<file path="src/rtl/sdac_deser_multi_if.sv">
// Serial-in / parallel-out bundle for the multi-channel SDAC front end.
// The stimulus side drives en/soc/si; the deserialiser drives the rest.
interface sdac_deser_multi_if #(
  parameter int WIDTH    = 8,
  parameter int CHANNELS = 2
) ();
  logic                      en;
  logic                      soc;
  logic                      si;
  logic [CHANNELS*WIDTH-1:0] dout;
  logic [CHANNELS-1:0]       ch_valid;
  logic                      frame_done;
  logic                      frame_err;
  logic                      busy;

  modport master (
    output en, soc, si,
    input  dout, ch_valid, frame_done, frame_err, busy
  );

  modport slave (
    input  en, soc, si,
    output dout, ch_valid, frame_done, frame_err, busy
  );
endinterface

</file>
<file path="src/rtl/sdac_deser_multi.sv">
// Framed serial deserialiser: one soc-framed bitstream into CHANNELS codes,
// with selectable bit order and per-channel or whole-frame output update.
module sdac_deser_multi #(
  parameter int WIDTH     = 8,
  parameter int CHANNELS  = 2,
  parameter int MSB_FIRST = 1,
  parameter int LOAD_MODE = 1
) (
  input logic               clk,
  input logic               rst_n,
  sdac_deser_multi_if.slave bus
);
  localparam int BW = $clog2(WIDTH);
  localparam int CW = (CHANNELS > 1) ? $clog2(CHANNELS) : 1;
  localparam int DW = CHANNELS * WIDTH;
  localparam logic [BW-1:0] LAST_BIT = BW'(WIDTH - 1);
  localparam logic [CW-1:0] LAST_CH  = CW'(CHANNELS - 1);

  typedef enum logic [1:0] {IDLE, SHIFT, LOAD} state_t;

  state_t            state_q, state_d;
  logic              soc_q, soc_d;
  logic [BW-1:0]     bit_q, bit_d;
  logic [CW-1:0]     ch_q, ch_d;
  logic [WIDTH-1:0]  sh_q, sh_d, sh_in;
  logic [WIDTH-1:0]  shadow_q [CHANNELS];
  logic [WIDTH-1:0]  shadow_d [CHANNELS];
  logic              pend_q, pend_d;
  logic [CW-1:0]     pidx_q, pidx_d;
  logic [DW-1:0]     dout_q, dout_d;
  logic [CHANNELS-1:0] chv_q, chv_d;
  logic              done_q, done_d;
  logic              err_q, err_d;

  always_comb begin
    if (MSB_FIRST != 0) sh_in = {sh_q[WIDTH-2:0], bus.si};
    else                sh_in = {bus.si, sh_q[WIDTH-1:1]};
  end

  always_comb begin
    state_d  = state_q;
    soc_d    = bus.soc;
    bit_d    = bit_q;
    ch_d     = ch_q;
    sh_d     = sh_q;
    shadow_d = shadow_q;
    pend_d   = 1'b0;
    pidx_d   = pidx_q;
    dout_d   = dout_q;
    chv_d    = '0;
    done_d   = 1'b0;
    err_d    = 1'b0;

    // A channel finished last cycle lands in dout even if this cycle aborts.
    if (pend_q) begin
      for (int c = 0; c < CHANNELS; c++) begin
        if (pidx_q == CW'(c)) begin
          dout_d[c*WIDTH +: WIDTH] = shadow_q[c];
          chv_d[c] = 1'b1;
        end
      end
    end

    unique case (state_q)
      IDLE: begin
        if (bus.soc && !soc_q) begin
          state_d = SHIFT;
          bit_d   = '0;
          ch_d    = '0;
        end
      end
      SHIFT: begin
        if (!bus.soc) begin
          err_d   = 1'b1;
          state_d = IDLE;
          bit_d   = '0;
          ch_d    = '0;
          sh_d    = '0;
        end else if (bus.en) begin
          sh_d = sh_in;
          if (bit_q == LAST_BIT) begin
            shadow_d[ch_q] = sh_in;
            bit_d  = '0;
            ch_d   = ch_q + 1'b1;
            pidx_d = ch_q;
            if (ch_q == LAST_CH) state_d = LOAD;
            else pend_d = (LOAD_MODE == 0);
          end else begin
            bit_d = bit_q + 1'b1;
          end
        end
      end
      LOAD: begin
        state_d = IDLE;
        done_d  = 1'b1;
        ch_d    = '0;
        for (int c = 0; c < CHANNELS; c++) begin
          if (LOAD_MODE != 0 || c == CHANNELS - 1) begin
            dout_d[c*WIDTH +: WIDTH] = shadow_q[c];
            chv_d[c] = 1'b1;
          end
        end
      end
      default: state_d = IDLE;
    endcase
  end

  always_ff @(posedge clk or negedge rst_n) begin
    if (!rst_n) begin
      state_q  <= IDLE;
      soc_q    <= 1'b0;
      bit_q    <= '0;
      ch_q     <= '0;
      sh_q     <= '0;
      shadow_q <= '{default: '0};
      pend_q   <= 1'b0;
      pidx_q   <= '0;
      dout_q   <= '0;
      chv_q    <= '0;
      done_q   <= 1'b0;
      err_q    <= 1'b0;
    end else begin
      state_q  <= state_d;
      soc_q    <= soc_d;
      bit_q    <= bit_d;
      ch_q     <= ch_d;
      sh_q     <= sh_d;
      shadow_q <= shadow_d;
      pend_q   <= pend_d;
      pidx_q   <= pidx_d;
      dout_q   <= dout_d;
      chv_q    <= chv_d;
      done_q   <= done_d;
      err_q    <= err_d;
    end
  end

  assign bus.dout       = dout_q;
  assign bus.ch_valid   = chv_q;
  assign bus.frame_done = done_q;
  assign bus.frame_err  = err_q;
  assign bus.busy       = (state_q != IDLE);
endmodule

</file>
<file path="src/flat_wrapper.sv">
// flat-port wrapper written by rule: the top's interface ports become plain ports
module sdac_deser_multi_flat 
#(
  parameter int WIDTH     = 8,
  parameter int CHANNELS  = 2,
  parameter int MSB_FIRST = 1,
  parameter int LOAD_MODE = 1
)
  (clk, rst_n, bus_en, bus_soc, bus_si, bus_dout, bus_ch_valid, bus_frame_done, bus_frame_err, bus_busy);
  sdac_deser_multi_if #(.WIDTH(WIDTH), .CHANNELS(CHANNELS)) bus_i ();
  input logic clk;
  input logic rst_n;
  input wire logic [$bits(bus_i.en)-1:0] bus_en;
  input wire logic [$bits(bus_i.soc)-1:0] bus_soc;
  input wire logic [$bits(bus_i.si)-1:0] bus_si;
  output wire logic [$bits(bus_i.dout)-1:0] bus_dout;
  output wire logic [$bits(bus_i.ch_valid)-1:0] bus_ch_valid;
  output wire logic [$bits(bus_i.frame_done)-1:0] bus_frame_done;
  output wire logic [$bits(bus_i.frame_err)-1:0] bus_frame_err;
  output wire logic [$bits(bus_i.busy)-1:0] bus_busy;
  assign bus_i.en = bus_en;
  assign bus_i.soc = bus_soc;
  assign bus_i.si = bus_si;
  assign bus_dout = bus_i.dout;
  assign bus_ch_valid = bus_i.ch_valid;
  assign bus_frame_done = bus_i.frame_done;
  assign bus_frame_err = bus_i.frame_err;
  assign bus_busy = bus_i.busy;
  sdac_deser_multi #(.WIDTH(WIDTH), .CHANNELS(CHANNELS), .MSB_FIRST(MSB_FIRST), .LOAD_MODE(LOAD_MODE)) u_core (.clk(clk), .rst_n(rst_n), .bus(bus_i));
endmodule
</file>
<file path="config.mk">
export PLATFORM = sky130hd
export DESIGN_NAME = sdac_deser_multi_flat
export DESIGN_NICKNAME = d
export VERILOG_FILES = /design/src/rtl/sdac_deser_multi_if.sv /design/src/rtl/sdac_deser_multi.sv /design/src/flat_wrapper.sv
export SDC_FILE = /design/constraint.sdc
export NUM_CORES = 1
export LEC_CHECK = 0
export ABC_CLOCK_PERIOD_IN_PS = 2100
export CAP_MARGIN = 20
export CORE_MARGIN = 1.5
export CORE_UTILIZATION = 50
export CTS_CLUSTER_DIAMETER = 50
export CTS_CLUSTER_SIZE = 8
export DETAILED_ROUTE_END_ITERATION = 10
export PLACE_DENSITY_LB_ADDON = 0.1
export SLEW_MARGIN = 20
export SYNTH_ARGS = -nofsm -noshare
export SYNTH_HDL_FRONTEND = slang
export SYNTH_SLANG_ARGS = --single-unit
export TNS_END_PERCENT = 30
</file>
<file path="constraint.sdc">
create_clock -name clk -period 2.1 [get_ports clk]
set_input_delay 0.63 -clock clk [delete_from_list [all_inputs] [get_ports clk]]
set_output_delay 0.63 -clock clk [all_outputs]
set_load 0.05 [all_outputs]
</file>
# Word level (Yosys, flattened, before mapping)
# Cells that the tools add are included.
# word_totals
regBits	51
input_bits	5
out_inout_bits	21
word_cells	68
# classes
addsub	2
magnitude_cmp	2
eq_ne	9
mux	26
bitwise_logic	1
reduce_logical	15
# op_table
cell	count
16-bit bitwise mux	1
16-bit 2-to-1 mux	1
7-bit 2-to-1 mux	2
2-bit 2-to-1 mux	6
3-bit 2-to-1 mux	4
4-bit AND reduction	3
8-bit demux with 1-bit select	1
8-bit 2-to-1 mux	1
1-bit 2-to-1 mux	7
3-bit by 2-bit inequality test with 1-bit output (second input constant)	2
3-bit case mux with 2 select lines	1
2-bit AND reduction	3
2-bit nonzero test	3
2-bit inequality test (second input constant)	2
2-bit case mux with 2 select lines	1
3-bit by 1-bit adder with 3-bit output (second input constant)	1
3-bit == test (second input constant)	1
3-bit inequality test (second input constant)	1
1-bit case mux with 3 select lines	1
3-bit AND reduction	1
3-bit nonzero test	1
2-bit by 1-bit == test with 1-bit output (second input constant)	1
2-bit == test (second input constant)	1
2-bit greater-or-equal comparator (second input constant)	1
other kinds (7)	8

# Depth between registers and ports, before layout
# Gate-level depths: netlist (run 1).
# depth
ltp_word	6
mapped_depth	6
depth_no_buf	5

# Least setup slack after synthesis (run 1)
# Ideal clock, no wire load.
# synth_path
kind	input -> register
startpoint	input port bus_en
endpoint	register u_core.shadow_q[10] in the netlist's numbering
setup_time_ns	0.125
arrival_ns	1.598
t_required_ns	1.975
setup_slack_ns	0.377
path_stages	5
path_buffers	2
cell_sequence	buf_4 > nand2_1 > or3_1 > buf_6 > mux2_4
# synth_via
elab_chain_cells	1
# synth_lines
element	line	source
from (decl)	flat_wrapper.sv:13	input wire logic [$bits(bus_i.en)-1:0] bus_en;
4-bit AND reduction (no line)	--	
to (signal assigned)	sdac_deser_multi.sv:128	shadow_q <= shadow_d;
to (decl)	sdac_deser_multi.sv:26	logic [WIDTH-1:0] shadow_q [CHANNELS];
# Every way passes these cells.
# A chain may end at the register's enable or synchronous reset.

# Worst setup path after layout (run 1)
# layout_path
startpoint	input port bus_en
endpoint	register u_core.shadow_q[9] in the netlist's numbering
# The elaborated chain is that of the path after synthesis.

==> results of run 1 <==
## registers in the layout (all words and copies together) (netlist names)
signal,count
u_core.bus.dout,16
u_core.sh_q,7
u_core.shadow_q,16
u_core.bus.frame_err,1
u_core.bus.ch_valid,1
u_core.ch_q,1
u_core.bit_q,3
u_core.soc_q,1
u_core.state_q,2
## power by group
part / switching, W / internal, W / leakage, nW
combinational: 0.000101 / 0.000106 / 0.593
sequential: 0.0000821 / 0.000982 / 0.659
clock: 0.000305 / 0.000389 / 0.0614
## area by class of cell
cell class | instances | area (sq um) | share of cell area
clock buffers | 6 | 82.6 | 0.0332
multi-input cells | 83 | 739 | 0.297
well taps | 50 | 62.6 | 0.0251
flip-flops and latches | 48 | 1200 | 0.483
inverters | 9 | 33.8 | 0.0136
repair buffers | 40 | 330 | 0.133
clock inverters | 2 | 38.8 | 0.0156
## worst reg2reg max path: stages (launching register included)
cell	delay, ps
dfrtp_1	370
ha_1	210
ha_1	190
nand2_1	70
or3_1	370
buf_4	190
mux2_4	300
## logic make-up after synthesis
kind of cell             after synthesis  synth area share
AO/OA/AOI/OAI                         18            0.0646
adder cells (fa/ha/maj)                3            0.0185
buffers and inverters                 19            0.0461
flip-flops                            48             0.590
multiplexers                          35             0.207
AND/OR/NAND/NOR                       27            0.0738
## layer usage
layer  part of all wire  global-route usage  vias up  wire (um)
met4              0.010              0.0689        0         37
li1                   -                   -      592          -
met2               0.49               0.309       23       1790
met1               0.46               0.242      622       1700
met3              0.036              0.0574        3        133
met5                  0                   0        -          0
## final timing paths
kind | endpoint | slack [ps] | depth (start not counted)
worst max-delay path | u_core.shadow_q[9] | 150 | 5
worst min-delay path | u_core.shadow_q[0] | 280 | 1
worst max register to register | u_core.shadow_q[9] | 290 | 6
worst min register to register | u_core.shadow_q[6] | 510 | 1
max in group asynchronous | u_core.bus.dout[14] | 1320 | 2
min in group clk | u_core.shadow_q[6] | 510 | 1
## cell usage after synthesis
library cell | instances | area, sq um
buf_6 | 1 | 11.3
inv_1 | 9 | 33.8
nand2b_1 | 4 | 25.0
nor3_1 | 1 | 5.00
o22ai_1 | 7 | 43.8
o211ai_1 | 1 | 7.51
and3_1 | 1 | 6.26
nand3_1 | 2 | 10.0
buf_2 | 3 | 15.0
nand2_1 | 9 | 33.8
clkbuf_1 | 3 | 11.3
ha_1 | 3 | 37.5
nor3b_1 | 1 | 7.51
a21oi_1 | 2 | 10.0
dfrtp_1 | 48 | 1200
nand3b_2 | 1 | 11.3
nor4b_1 | 1 | 8.76
or3_1 | 1 | 6.26
a22o_1 | 7 | 61.3
nor2_2 | 1 | 6.26
a2bb2oi_1 | 1 | 8.76
buf_4 | 3 | 22.5
and4b_1 | 1 | 10.0
nor2_1 | 3 | 11.3
mux2_4 | 7 | 105
mux2_2 | 28 | 315
and2b_2 | 1 | 8.76
## layout by cell type (no fill, tap or decap), types with 2 or more instances in the layout
cell,instances
dfrtp_1,48
buf_4,34
mux2_2,28
inv_1,9
nand2_1,9
mux2_4,7
o22ai_1,7
a22o_1,7
clkbuf_8,6
nand2b_1,4
nor2_1,3
ha_1,3
clkdlybuf4s50_1,3
nand3_1,2
a21oi_1,2
buf_12,2
## through the flow
step | utilization | instances | cell area [sq um] | hold slack [ps] | worst slack [ps]
after detailed placement | 0.600 | 230 | 2370 | 496 | -179
final | 0.631 | 238 | 2490 | 279 | 146
after floorplan | - | 150 | 2030 | 334 | 377
after global placement | 0.600 | 230 | 2370 | 486 | -133
after global routing | 0.631 | 238 | 2490 | 302 | 93.5
after CTS | 0.631 | 238 | 2490 | 289 | 156
==> metrics.yaml, run 1 <==
placeableCoreArea_sq_mm: 0.00394
syn_area_per_cell_sq_um: 13.6
synth_seq_cells: 48
clk_pin_slew_worst_paths_ps: 90
dr.pass1.iters: 4
rows: 23
numPortBuffers: 25
synth_seq_area_share: 0.590
cts_max_level: 2
grt_pass1_vias: 1298
place_congestion: 0.836
fp.dieH_um: 66.8
status: "completed"
total_power_w: 0.00196
wl_per_cell_um: 15.4
fmax_ghz: 0.512
die-area_sq_mm: 0.00446
antenna_left: 0
cp_data_required_time_ps: 2300
worst_slew_pin_slew_ps: 612
syn_nets: 158
numCtsBuffers: 5
yosysUniqueCellTypes: 27
ctsResizeCount: 0
hpwlAfterDp_um: 2700
clk_latency_ps: 300
ys_warn_count: 0
setup_viol_count_final: 0
layout.nets: 195
hold_viol_final: 0
skew_ps: 4.53
vias: 1240
area_delta_synth_final_pct: 22.3
cts_tree: "built"
syn_inst: 150
maxCapViolCount: 0
start_util: 0.516
maxSlewViolCount: 0
path_delay_family: "buffers and inverters"
rsz0062_at_grt: "no"
crit_arrival_ps: 2150
clock_sinks: 48
crit_chain: "clkdlybuf4s50_1 -> nand2_1 -> or3_1 -> buf_4 -> mux2_4"
postCtsSetupRepairBufs: 0
r2r-start: "u_core.bit_q[0]"
endpoint_kind: "register"
worst-setup-path-type: "input port to register"
cpPeakStageDelay_ps: 560
drive_above_1_share: 0.441
power_density_mw_per_mm2: 789
wirelength_um: 3660
antenna_cells: 0
die_w_um: 66.8
setup.worst_path.start: "bus_en"
clockRootBuffer: "clkbuf_8"
drt-initial-drc-count: 49
slew_headroom: 0.592
grt_max_degree: 30
nFillCells: 320
io_pins: 26
drc: 0
synth_area_sq_mm: 0.00203
worst-path-buf-inv: 2
routed_via_density: 5.21
antenna_found_initial: 0
grt_usage: 0.191
path_max_fanout: 6
cts_hold_buf: 0
setup_tns_ps: 0
startpoint_type: "input port"
critPathSlowestCell: "clkdlybuf4s50_1"
grt_overflow: 0
p_leak_nw: 1.31
clk_path_buf_depth: 2
fin_crit_sh: 0.931
ir_drop_uv: 528
grt_pass1_wl_um: 6120
period_minus_slack_ps: 1950
min_path_type: "input port to asynchronous set/reset pin"
Power figures use the tool's default switching activity.
==> run 2: changes to the inputs <==
Settings changed: GPL_ROUTABILITY_DRIVEN set to 0, GPL_TIMING_DRIVEN set to 1.
==> results of run 2 <==
Same layout as run 1: the final DEF is identical, and so are final timing and power.
